`src/rtl/text_display_pkg.sv`:
```
// Shared text-display constants: screen geometry, tile addressing and ASCII codes.
// Also carries the state encoding of the tile text writer FSM.
package text_display_pkg;

  localparam int DISP_WIDTH  = 1280;
  localparam int DISP_HEIGHT = 720;
  localparam int TILE_WIDTH  = 8;
  localparam int TILE_HEIGHT = 16;

  localparam int COLS       = DISP_WIDTH / TILE_WIDTH;
  localparam int ROWS       = DISP_HEIGHT / TILE_HEIGHT;
  localparam int COL_BITS   = 8;
  localparam int ROW_BITS   = 6;
  localparam int ADDR_WIDTH = ROW_BITS + COL_BITS;

  localparam logic [COL_BITS-1:0] COL_LAST = COL_BITS'(COLS - 1);
  localparam logic [ROW_BITS-1:0] ROW_LAST = ROW_BITS'(ROWS - 1);

  localparam logic [7:0] CHAR_SPACE = 8'h20;
  localparam logic [7:0] CHAR_CR    = 8'h0D;
  localparam logic [7:0] CHAR_LF    = 8'h0A;
  localparam logic [7:0] CHAR_BS    = 8'h08;
  localparam logic [7:0] CHAR_FF    = 8'h0C;

  typedef enum logic [1:0] {
    ST_IDLE,
    ST_WRITE,
    ST_ROW_CLR,
    ST_SCR_CLR
  } wr_state_e;

endpackage

```
`src/rtl/tile_clear_sequencer.sv`:
```
// Row/column sweep counter for tile clears: one row, or the full screen.
// Ports: start_i/full_i/row_i load a sweep, step_i advances, row_o/col_o = position to issue, last_o = issued position is final.
module tile_clear_sequencer
  import text_display_pkg::*;
(
  input  logic                clk_i,
  input  logic                rst_i,
  input  logic                start_i,
  input  logic                full_i,
  input  logic                step_i,
  input  logic [ROW_BITS-1:0] row_i,
  output logic [ROW_BITS-1:0] row_o,
  output logic [COL_BITS-1:0] col_o,
  output logic                last_o
);

  logic [ROW_BITS-1:0] row_q, row_d;
  logic [COL_BITS-1:0] col_q, col_d;
  logic                full_q, full_d;

  // row_q/col_q hold the position most recently issued to the BRAM
  always_comb begin
    row_d  = row_q;
    col_d  = col_q;
    full_d = full_q;
    if (start_i) begin
      full_d = full_i;
      row_d  = full_i ? '0 : row_i;
      col_d  = '0;
    end else if (step_i) begin
      if (col_q == COL_LAST) begin
        col_d = '0;
        row_d = row_q + 1'b1;
      end else begin
        col_d = col_q + 1'b1;
      end
    end
  end

  always_ff @(posedge clk_i or posedge rst_i) begin
    if (rst_i) begin
      row_q  <= '0;
      col_q  <= '0;
      full_q <= 1'b0;
    end else begin
      row_q  <= row_d;
      col_q  <= col_d;
      full_q <= full_d;
    end
  end

  assign row_o  = row_d;
  assign col_o  = col_d;
  assign last_o = (col_q == COL_LAST) && (!full_q || row_q == ROW_LAST);

endmodule

```
`src/rtl/tile_text_writer.sv`:
```
// ASCII stream to tile BRAM port-A writer with cursor, CR/LF/BS/FF and row/screen clears.
// Ports: char_valid/char_data/char_ready in, bram_we/addr/data out, cursor_col/row and busy status.
module tile_text_writer
  import text_display_pkg::*;
(
  input  logic                  clk_75mhz,
  input  logic                  rst_sync,
  input  logic                  char_valid,
  input  logic [7:0]            char_data,
  output logic                  char_ready,
  output logic                  bram_we,
  output logic [ADDR_WIDTH-1:0] bram_addr,
  output logic [7:0]            bram_data,
  output logic [COL_BITS-1:0]   cursor_col,
  output logic [ROW_BITS-1:0]   cursor_row,
  output logic                  busy
);

  wr_state_e             state_q;
  logic [COL_BITS-1:0]   col_q;
  logic [ROW_BITS-1:0]   row_q;
  logic                  wrap_q;
  logic                  we_q;
  logic [ADDR_WIDTH-1:0] addr_q;
  logic [7:0]            data_q;

  logic                  accept;
  logic                  is_print, is_cr, is_lf, is_bs, is_ff;
  logic [ROW_BITS-1:0]   row_adv;

  logic                  seq_start, seq_full, seq_step, seq_last;
  logic [ROW_BITS-1:0]   seq_row, seq_row_nx;
  logic [COL_BITS-1:0]   seq_col_nx;

  assign accept   = char_valid && (state_q == ST_IDLE);
  assign is_print = (char_data >= 8'h20) && (char_data <= 8'h7E);
  assign is_cr    = (char_data == CHAR_CR);
  assign is_lf    = (char_data == CHAR_LF);
  assign is_bs    = (char_data == CHAR_BS);
  assign is_ff    = (char_data == CHAR_FF);
  assign row_adv  = (row_q == ROW_LAST) ? '0 : row_q + 1'b1;

  // Clears are loaded on the edge that issues their first write
  always_comb begin
    seq_start = 1'b0;
    seq_full  = 1'b0;
    seq_step  = 1'b0;
    seq_row   = row_adv;
    unique case (state_q)
      ST_IDLE: begin
        seq_start = accept && (is_lf || is_ff);
        seq_full  = is_ff;
      end
      ST_WRITE: begin
        seq_start = wrap_q;
        seq_row   = row_q;
      end
      default: seq_step = !seq_last;
    endcase
  end

  tile_clear_sequencer u_seq (
    .clk_i   (clk_75mhz),
    .rst_i   (rst_sync),
    .start_i (seq_start),
    .full_i  (seq_full),
    .step_i  (seq_step),
    .row_i   (seq_row),
    .row_o   (seq_row_nx),
    .col_o   (seq_col_nx),
    .last_o  (seq_last)
  );

  always_ff @(posedge clk_75mhz or posedge rst_sync) begin
    if (rst_sync) begin
      state_q <= ST_IDLE;
      col_q   <= '0;
      row_q   <= '0;
      wrap_q  <= 1'b0;
      we_q    <= 1'b0;
      addr_q  <= '0;
      data_q  <= '0;
    end else begin
      we_q <= 1'b0;
      unique case (state_q)
        ST_IDLE: begin
          if (accept) begin
            unique case (1'b1)
              is_print: begin
                state_q <= ST_WRITE;
                we_q    <= 1'b1;
                addr_q  <= {row_q, col_q};
                data_q  <= char_data;
                wrap_q  <= (col_q == COL_LAST);
                if (col_q == COL_LAST) begin
                  col_q <= '0;
                  row_q <= row_adv;
                end else begin
                  col_q <= col_q + 1'b1;
                end
              end
              is_cr: col_q <= '0;
              is_lf: begin
                col_q   <= '0;
                row_q   <= row_adv;
                state_q <= ST_ROW_CLR;
                we_q    <= 1'b1;
                addr_q  <= {seq_row_nx, seq_col_nx};
                data_q  <= CHAR_SPACE;
              end
              is_bs: begin
                if (col_q != '0) begin
                  col_q   <= col_q - 1'b1;
                  state_q <= ST_WRITE;
                  wrap_q  <= 1'b0;
                  we_q    <= 1'b1;
                  addr_q  <= {row_q, col_q - 1'b1};
                  data_q  <= CHAR_SPACE;
                end
              end
              is_ff: begin
                col_q   <= '0;
                row_q   <= '0;
                state_q <= ST_SCR_CLR;
                we_q    <= 1'b1;
                addr_q  <= {seq_row_nx, seq_col_nx};
                data_q  <= CHAR_SPACE;
              end
              default: ;
            endcase
          end
        end
        ST_WRITE: begin
          wrap_q <= 1'b0;
          if (wrap_q) begin
            state_q <= ST_ROW_CLR;
            we_q    <= 1'b1;
            addr_q  <= {seq_row_nx, seq_col_nx};
            data_q  <= CHAR_SPACE;
          end else begin
            state_q <= ST_IDLE;
          end
        end
        default: begin
          if (seq_last) begin
            state_q <= ST_IDLE;
          end else begin
            we_q   <= 1'b1;
            addr_q <= {seq_row_nx, seq_col_nx};
            data_q <= CHAR_SPACE;
          end
        end
      endcase
    end
  end

  assign char_ready = (state_q == ST_IDLE);
  assign busy       = (state_q != ST_IDLE);
  assign bram_we    = we_q;
  assign bram_addr  = addr_q;
  assign bram_data  = data_q;
  assign cursor_col = col_q;
  assign cursor_row = row_q;

endmodule

```
`config.mk`:
```
export PLATFORM = sky130hd
export DESIGN_NAME = tile_text_writer
export DESIGN_NICKNAME = d
export VERILOG_FILES = /design/src/rtl/text_display_pkg.sv /design/src/rtl/tile_clear_sequencer.sv /design/src/rtl/tile_text_writer.sv
export SDC_FILE = /design/constraint.sdc
export NUM_CORES = 1
export LEC_CHECK = 0
export BUFFER_PORTS_ARGS = -buffer_cell sky130_fd_sc_hd__buf_2
export CORE_MARGIN = 2
export CORE_UTILIZATION = 40
export CTS_CLUSTER_DIAMETER = 80
export DETAILED_ROUTE_END_ITERATION = 6
export PLACE_DENSITY = 0.65
export SYNTH_ARGS = -nofsm -noshare
export SYNTH_HDL_FRONTEND = slang
export SYNTH_SLANG_ARGS = --single-unit
export TNS_END_PERCENT = 1
```
`constraint.sdc`:
```
create_clock -name clk_75mhz -period 3.7 [get_ports clk_75mhz]
set_input_delay 0.185 -clock clk_75mhz [delete_from_list [all_inputs] [get_ports clk_75mhz]]
set_output_delay 0.185 -clock clk_75mhz [all_outputs]
set_load 0.02 [all_outputs]
```
==> run_results.csv, run 1 <==
group,metric,value,unit
detailed_routing,drt-vias-per-instance,5.88,
detailed_routing,wire_per_inst,16.6,um
floorplanning,row_count,34,
floorplanning,initial_utilization,40.7,%
logic_synthesis,synth_ff_type,"dfrtp_1",
finish,mostFrequentLayoutCells,"dfrtp_1 (55), nand2_1 (49), buf_2 (49)",
logic_synthesis,ys_warn_count,0,
sta,slew_viol_final,0,
logic_synthesis,synth-edff-count,0,
detailed_routing,ant_nets,0,
logic_synthesis,synth_top_family_by_area,"simple AND/OR/NAND/NOR gates",
finish,nets,476,
setup_path,critPathMaxStageDelay,640,ps
logic_synthesis,yosys.area_share.simple,25.3,%
setup_path,setup.worst_path.class,"register to register",
sta,max_freq,327,MHz
placement,place_ws,675,ps
worst_hold_path,worstHoldStart,"char_data[6]",
sta,fin_tns_setup,0,ps
cts,cts_made_buffers,5,
sta,rsz0062_at_grt,"no",
logic_synthesis,ys_ff_latch,55,
floorplanning,fp.dieArea,9510,um2
sta,whs,139,ps
detailed_routing,drt_wl_total,9.43,mm
floorplanning,die_h,97.5,um
finish,nFillCells,874,
cts,post_cts_buffers,0,
global_route,grt_usage,20.3,%
setup_path,timing.rr.start,"cursor_col[0]$_DFFE_PP0P_",
cts,cts_tree,"built",
sta,layout_setup_ws,637,ps
detailed_routing,dr.pass1.iters,4,
sta,hold_viol_final,0,
cts,cts-root-buf,"clkbuf_8",
sta,finalSetupViolCount,0,
setup_path,crit_fanout,14,
floorplanning,core_area,8590,um2
global_route,grt_antenna_before_repair,0,
sta,slew_headroom,49.5,%
setup_path,crit_path_end_kind,"register",
setup_path,startpoint,"cursor_col[0]$_DFFE_PP0P_",
flow_run,max_cap_violations,0,
placement,dp_hpwl,7.00,mm
setup_path,cp.arrival,3320,ps
setup_path,slowest_stage,"or4b_2",
cts,clock_path_buffers,2,
worst_hold_path,hold_class,"input pin to register",
global_route,gr-total-overflow,0,
sta,finalClockSkew,8.19,ps
setup_path,cpMostUsedCell,"inv_1",
power,leakagePower,1.72,nW
cts,cts_sinks,55,
finish,n_antenna_cell,0,
setup_path,cp_num_buf_inv,2,
cts,insertion_delay,310,ps
setup_path,critPathLaunchType,"register",
logic_synthesis,synth_fa_ha_area_share,2.50,%
status,run_status,"completed",
power,power_density,534,nW/um2
logic_synthesis,synth_xor_area_share,2.25,%
logic_synthesis,syn_nets,436,
power,p_total,2.12,mW
cts,htree_levels,2,
finish,fin_util,46.3,%
floorplanning,die_w,97.5,um
placement,portBuffers,49,
global_route,grt_pass1_wl,15.9,mm
setup_path,reg2reg_setup_slack,640,ps
placement,place_congestion,0.944,
cts,postCtsHoldBufs,1,
setup_path,path_delay_family,"simple AND/OR/NAND/NOR gates",
detailed_routing,vias,3336,
floorplanning,io_pins,50,
sta,tightest_slew,752,ps
logic_synthesis,syn_area,3500,um2
setup_path,path_cells,"inv_1 > ha_1 > or4b_2 > nor4_1 > a221oi_1 > o21ai_2 > inv_1 > o311ai_0 > o21a_1",
finish,drive_above_1_share,17.6,%
power,peakVddDrop,0.000392,V
detailed_routing,first_iter_violations,187,
logic_synthesis,yosysUniqueCellTypes,65,
logic_synthesis,syn_avg_cell_area,8.37,um2
logic_synthesis,yosysSeqAreaShare,39.3,%
logic_synthesis,netlist_instances,418,
logic_synthesis,async_reset_ff_share,100,%
global_route,grt_max_degree,37,
logic_synthesis,muxShareOfSynthArea,2.72,%
global_route,grt_pass1_vias,3089,
finish,syn_to_final_growth,13.6,%
setup_path,crit_required,3960,ps
logic_synthesis,synth_compound_area_share,23.4,%
cts,path_clk_slew,100,ps
finish,final_common_cell,"dfrtp_1",
sta,period_minus_slack,3060,ps
cts,ctsResizeCount,0,
sta,finalCritPeriodShare,82.8,%
detailed_routing,drc_errors,0,
[worst min-delay path, cell delays in order]
cell and delay (ps):
buf_2 120, nand2_1 50, o21ai_0 60
[sequential cells by signal (all words and copies together) (netlist names), 2 cells and up]
name,count
bram_addr,14
u_seq.row_q,6
cursor_row,6
bram_data,8
cursor_col,8
u_seq.col_q,8
state_q,2
[path summary, 6_finish.rpt]
| kind | end | cells past startpoint |
|---|---|---|
| max | bram_addr[2]$_DFFE_PP0P_ | 9 |
| min | bram_data[6]$_DFFE_PP0P_ | 3 |
| max reg2reg | bram_addr[2]$_DFFE_PP0P_ | 9 |
| min reg2reg | bram_data[3]$_DFFE_PP0P_ | 2 |
| max in group asynchronous | bram_data[6]$_DFFE_PP0P_ | 4 |
| min in group asynchronous | bram_addr[2]$_DFFE_PP0P_ | 3 |
[cell usage after synthesis (5+ instances only)]
master / instances / area (um2)
clkbuf_1: 19 / 71.3
or2_2: 6 / 37.5
and2_1: 6 / 37.5
mux2i_1: 5 / 50.1
ha_1: 7 / 87.6
o22ai_1: 8 / 50.1
nand2b_1: 8 / 50.1
dfrtp_1: 55 / 1380
nand3_1: 21 / 105
nand4_1: 8 / 50.1
a31oi_1: 6 / 37.5
inv_1: 15 / 56.3
and3_1: 5 / 31.3
xnor2_1: 6 / 52.6
nand2_1: 49 / 184
nor2_1: 32 / 120
nor3_1: 12 / 60.1
o21ai_0: 36 / 180
a21oi_1: 26 / 130
o211ai_1: 7 / 52.6
[routing by layer]
layer	up-vias	share of wire, %	track usage [%]
met4	0	1.2	4.70
met5	-	0	0
met2	98	45	30.5
li1	1620	-	-
met1	1610	49	30.8
met3	8	4.8	2.95
[power by group]
group | leakage, nW | internal (mW) | switching (mW) | total [mW]
sequential | 0.683 | 0.740 | 0.154 | 0.894
clock | 0.0654 | 0.271 | 0.201 | 0.471
combinational | 0.968 | 0.279 | 0.479 | 0.759
[cells by family (layout without fill, tap and decap cells)]
logic type	after synthesis	in the layout
multiplexers	8	8
adder cells (fa/ha/maj)	7	7
AND/OR/NAND/NOR	174	174
AO/OA/AOI/OAI	126	126
buffers and inverters	39	80
flip-flops	55	55
XOR/XNOR	9	9
[layout make-up]
| cell class | instances | area (um2) | area share, % |
|---|---|---|---|
| multi-input cells | 324 | 1970 | 49.5 |
| flip-flops and latches | 55 | 1380 | 34.6 |
| repair buffers | 57 | 308 | 7.74 |
| well taps | 108 | 135 | 3.40 |
| clock buffers | 6 | 72.6 | 1.83 |
| clock inverters | 2 | 60.1 | 1.51 |
| inverters | 15 | 56.3 | 1.42 |
[through the flow]
step	instances	area (um2)
finish	567	3980
global route	567	3980
CTS	567	3980
detailed placement	558	3830
global placement	558	3830
floorplan	418	3500
No activity file was read; power rests on OpenSTA's default activity.
==> inputs of run 2 (changes only) <==
clock period = 3 ns   (was 3.7 ns; I/O delays follow)
==> run 2 against run 1 <==
Clock power fell by 11%. Maximum frequency rose by 13%. Global-route usage rose by 0.061 points.
==> run_results.csv, run 2 (synthesis results as in run 1) <==
group,metric,value,unit
floorplanning,die_h,97.5,um
finish,n_antenna_cell,0,
sta,hold_viol_final,0,
global_route,grt_pass1_vias,3197,
sta,fin_tns_setup,0,ps
cts,cts_sinks,55,
worst_hold_path,hold_class,"input pin to asynchronous set/reset pin",
finish,syn_to_final_growth,13.1,%
floorplanning,row_count,34,
sta,slew_headroom,32.9,%
global_route,grt_pass1_wl,16.0,mm
placement,portBuffers,49,
finish,nets,479,
placement,dp_hpwl,7.18,mm
sta,layout_setup_ws,300,ps
power,leakagePower,1.71,nW
global_route,grt_max_degree,39,
detailed_routing,ant_nets,0,
cts,cts_tree,"built",
power,power_density,628,nW/um2
floorplanning,io_pins,50,
sta,slew_viol_final,0,
status,run_status,"completed",
cts,path_clk_slew,100,ps
finish,stdcell_area,3960,um2
detailed_routing,wire_per_inst,16.5,um
sta,finalClockSkew,12.0,ps
sta,finalCritPeriodShare,90.0,%
floorplanning,die_w,97.5,um
detailed_routing,drt-vias-per-instance,5.94,
sta,period_minus_slack,2700,ps
setup_path,cp.arrival,2900,ps
placement,place_ws,237,ps
detailed_routing,dr.pass1.iters,5,
finish,regArea,1380,um2
power,p_total,2.49,mW
global_route,grt_usage,20.3,%
placement,place_congestion,0.904,
sta,whs,0.954,ps
setup_path,reg2reg_setup_slack,300,ps
detailed_routing,drt_wl_total,9.42,mm
setup_path,reg2reg_to,"bram_addr[11]$_DFFE_PP0P_",
global_route,gr-total-overflow,0,
finish,final_common_cell,"dfrtp_1",
cts,clock_path_buffers,2,
setup_path,setup.worst_path.class,"register to register",
cts,htree_levels,2,
global_route,grt_antenna_before_repair,0,
setup_path,crit_required,3200,ps
setup_path,crit_path_end_kind,"register",
sta,max_freq,370,MHz
setup_path,r2r_cells,9,
cts,post_cts_buffers,0,
placement,place_inst,562,
sta,finalSetupViolCount,0,
finish,largest_reg_flops,14,
cts,cts-root-buf,"clkbuf_8",
power,peakVddDrop,0.000384,V
floorplanning,initial_utilization,40.7,%
floorplanning,core_area,8590,um2
finish,mostFrequentLayoutCells,"dfrtp_1 (55), nand2_1 (49), buf_2 (49)",
finish,drive_above_1_share,18.7,%
finish,nFillCells,877,
detailed_routing,drc_errors,0,
placement,place_area,3860,um2
sta,tightest_slew,1000,ps
setup_path,timing.rr.start,"cursor_col[0]$_DFFE_PP0P_",
detailed_routing,vias,3378,
setup_path,critPathLaunchType,"register",
flow_run,max_cap_violations,0,
cts,insertion_delay,310,ps
floorplanning,fp.dieArea,9510,um2
cts,cts_made_buffers,5,
setup_path,crit_fanout,23,
detailed_routing,first_iter_violations,314,
sta,rsz0062_at_grt,"no",
finish,multi_input_area,1970,um2
finish,instances_no_fill,569,
finish,fin_util,46.1,%
run 2: layout make-up:
class / count / share of cell area (%)
multi-input combinational: 324 / 49.9
sequential: 55 / 34.8
timing repair buffer: 60 / 8.28
tap: 108 / 3.41
clock buffer: 6 / 2.09
inverter: 15 / 1.42
clock inverter: 1 / 0.126
run 2: what timing repair did:
item,4_1_cts,5_1_grt
gates resized for setup,0,1
hold buffers,0,0
setup endpoints to repair,0,11
hold endpoints to repair,0,0
run 2: how the worst max path moves through the flow:
stage                                   start                         to  slack [ps]  cells past startpoint
finish              cursor_col[0]$_DFFE_PP0P_  bram_addr[11]$_DFFE_PP0P_         300                      9
global route        cursor_col[0]$_DFFE_PP0P_   bram_addr[9]$_DFFE_PP0P_          60                      9
CTS                 cursor_col[0]$_DFFE_PP0P_  bram_addr[11]$_DFFE_PP0P_         220                      9
detailed placement  cursor_col[0]$_DFFE_PP0P_  bram_addr[11]$_DFFE_PP0P_         240                      9
global placement    cursor_col[0]$_DFFE_PP0P_  bram_addr[11]$_DFFE_PP0P_         330                      9
floorplan           cursor_col[0]$_DFFE_PP0P_   bram_addr[2]$_DFFE_PP0P_         450                      9
run 2: power breakdown:
part / total, mW / switching (mW) / internal, mW
clock: 0.417 / 0.235 / 0.182
combinational: 0.973 / 0.617 / 0.356
sequential: 1.10 / 0.183 / 0.912
run 2: worst max-delay path, stage by stage (launching register included):
cell and delay (ps):
dfrtp_1 440, inv_1 140, ha_1 250, or4b_2 660
nor4_2 210, a221oi_1 140, o21ai_2 190, buf_4 270
a21oi_1 60, a22o_1 230
run 2: layer usage:
layer | GRT usage [%] | wire length, um
met4 | 4.91 | 121
met3 | 2.81 | 476
met5 | 0 | 0
met1 | 30.3 | 4450
met2 | 31.3 | 4360
==> inputs of run 3 (changes only) <==
ABC_AREA = 1   (was unset)
==> run 3 against run 2 <==
Final area up 2.7%. Global-route usage down 1.3 points. Register-to-register slack better by 470 ps. Die area up 4.3%. Routed wire length down 1.6%. Sequential share of layout area down 0.92 points. Combinational power down 91%. Largest cell class unchanged. Worst hold slack better by 73 ps. Count of clock-buffer cells in the layout down 1. Critical endpoint is now bram_addr[6]$_DFFE_PP0P_.
==> run_results.csv, run 3 <==
group,metric,value,unit
status,run_status,"completed",
logic_synthesis,synth.most_common_cell,"nand2_1",
logic_synthesis,synth_commonest_cells,"nand2_1 (159), nor2_1 (69), dfrtp_1 (55)",
finish,multi_input_area,1940,um2
global_route,gr-total-overflow,0,
power,power_density,316,nW/um2
sta,tightest_slew,711,ps
detailed_routing,drt-vias-per-instance,5.13,
setup_path,slowest_stage,"dfrtp_1",
setup_path,cp_num_buf_inv,3,
detailed_routing,drt_wl_total,9.26,mm
finish,drive_above_1_share,17.6,%
power,peakVddDrop,0.000175,V
placement,place_ws,814,ps
setup_path,setup.worst_path.class,"register to register",
detailed_routing,first_iter_violations,173,
floorplanning,fp.dieArea,9920,um2
setup_path,critPathLaunchType,"register",
finish,nFillCells,911,
logic_synthesis,ys_warn_count,0,
global_route,grt_usage,19.1,%
finish,syn_to_final_growth,11.2,%
global_route,grt_antenna_before_repair,0,
finish,fin_util,46.2,%
finish,regArea,1380,um2
setup_path,crit_required,3250,ps
setup_path,path_cells,"inv_1 > ha_1 > inv_1 > nor2_1 > nand3_1 > nor2_1 > nand2_1 > nand2_1 > nand2_1 > nand3_2 > buf_4 > nor2_1 > a21oi_1",
setup_path,r2r_cells,13,
sta,finalCritPeriodShare,74.5,%
floorplanning,initial_utilization,41.5,%
floorplanning,core_area,8810,um2
detailed_routing,dr.pass1.iters,4,
sta,rsz0062_at_grt,"no",
cts,htree_levels,2,
sta,fin_tns_setup,0,ps
sta,whs,73.7,ps
sta,hold_viol_final,0,
detailed_routing,drc_errors,0,
cts,cts-root-buf,"clkbuf_8",
floorplanning,die_w,99.6,um
logic_synthesis,yosysSeqAreaShare,37.6,%
setup_path,cp.arrival,2480,ps
sta,slew_viol_final,0,
worst_hold_path,hold_class,"input pin to register",
global_route,grt_pass1_wl,15.6,mm
cts,clock_path_buffers,2,
flow_run,max_cap_violations,0,
detailed_routing,vias,3521,
logic_synthesis,synth_area_leaders,"dfrtp_1 (38%), nand2_1 (16%), nor2_1 (7.1%)",
logic_synthesis,syn_avg_cell_area,6.91,um2
worst_hold_path,hold_depth,3,
cts,insertion_delay,330,ps
logic_synthesis,netlist_instances,529,
global_route,grt_pass1_vias,3256,
sta,finalClockSkew,17.4,ps
power,leakagePower,2.17,nW
cts,cts_made_buffers,5,
finish,nets,596,
logic_synthesis,async_reset_ff_share,100,%
setup_path,crit_fanout,28,
floorplanning,die_h,99.6,um
logic_synthesis,ys_ff_latch,55,
logic_synthesis,yosysUniqueCellTypes,35,
global_route,grt_max_degree,31,
cts,cts_tree,"built",
sta,max_freq,447,MHz
sta,period_minus_slack,2230,ps
finish,largest_reg_flops,14,
cts,cts_sinks,55,
setup_path,crit_path_end_kind,"register",
logic_synthesis,syn_nets,547,
finish,mostFrequentLayoutCells,"nand2_1 (159), nor2_1 (69), dfrtp_1 (55)",
setup_path,cp_num_cells,13,
placement,portBuffers,49,
cts,path_clk_slew,120,ps
placement,dp_hpwl,6.93,mm
floorplanning,row_count,34,
finish,n_antenna_cell,0,
logic_synthesis,synth_ff_type,"dfrtp_1",
setup_path,path_delay_family,"simple AND/OR/NAND/NOR gates",
sta,slew_headroom,52.6,%
finish,final_common_cell,"nand2_1",
detailed_routing,ant_nets,0,
logic_synthesis,synth-edff-count,0,
cts,post_cts_buffers,0,
logic_synthesis,yosys.area.top_type,"dfrtp_1",
setup_path,critPathMaxStageDelay,450,ps
finish,instances_no_fill,687,
placement,place_congestion,0.892,
detailed_routing,wire_per_inst,13.5,um
sta,layout_setup_ws,765,ps
placement,place_inst,678,
floorplanning,io_pins,50,
sta,finalSetupViolCount,0,
logic_synthesis,synth_top_area_share,37.6,%
logic_synthesis,syn_area,3660,um2
-- run 3: changes by cell type in the layout (fill, tap and decap cells not counted), sizes merged, moves of 6 or more --
cell	delta
o22ai	-9
buf	-8
o211ai	-6
inv	+49
a31oi	-6
and2	-6
nor2	+43
nand2b	-8
nand3	+19
nand2	+121
-- run 3: worst register-to-register path: cells and delay by family, from the launching register on --
| family | cells | cell delay (ps) |
|---|---|---|
| flip-flops | 1 | 450 |
| AND/OR/NAND/NOR | 8 | 930 |
| AO/OA/AOI/OAI | 1 | 140 |
| adder cells (fa/ha/maj) | 1 | 180 |
| buffers and inverters | 3 | 470 |
-- run 3: through the flow --
stage                     area (um2)  total power, mW
after floorplan                 3660            0.824
after global placement          3960            0.853
after detailed placement        3960            0.855
after CTS                       4070             1.29
after global routing            4070             1.33
final                           4070             1.29
-- run 3: repair_timing --
action                                 in CTS  in global routing
endpoints found under the hold margin      25                  0
gates resized for setup                     0                  0
hold buffers                                1                  0
-- run 3: area by class of cell --
type | instances | share of cell area [%]
clock inverter | 3 | 0.554
multi-input combinational | 398 | 47.7
clock buffer | 5 | 1.69
tap | 108 | 3.32
timing repair buffer | 53 | 6.83
inverter | 65 | 6.00
sequential | 55 | 33.9
-- run 3: logic make-up after synthesis --
logic type | after synthesis | share of synthesized area (%)
xor gates and xnor gates | 7 | 1.68
buffers and inverters | 76 | 9.27
adders and majority gates | 7 | 2.40
DFF | 55 | 37.6
AOI/OAI and AO/OA | 75 | 11.3
and+or+nand+nor | 309 | 37.7
-- run 3: metal layers --
layer / wire length [um] / GRT usage [%]
met5: 0 / 0
met2: 4300 / 31.3
met3: 418 / 2.39
met4: 66 / 3.48
met1: 4480 / 27.3
-- run 3: final timing paths --
kind	slack, ps	endpoint	from
worst max-delay path	770	bram_addr[6]$_DFFE_PP0P_	cursor_col[0]$_DFFE_PP0P_
worst min-delay path	70	bram_data[4]$_DFFE_PP0P_	char_data[4]
worst max register to register	770	bram_addr[6]$_DFFE_PP0P_	cursor_col[0]$_DFFE_PP0P_
worst min register to register	500	bram_data[7]$_DFFE_PP0P_	bram_data[7]$_DFFE_PP0P_
max in group asynchronous	1760	cursor_row[2]$_DFFE_PP0P_	rst_sync
min in group asynchronous	400	u_seq.col_q[3]$_DFF_PP0_	rst_sync
-- run 3: power breakdown --
group          internal (mW)  switching, mW
clock                  0.169          0.277
combinational         0.0261         0.0592
sequential             0.746        0.00854
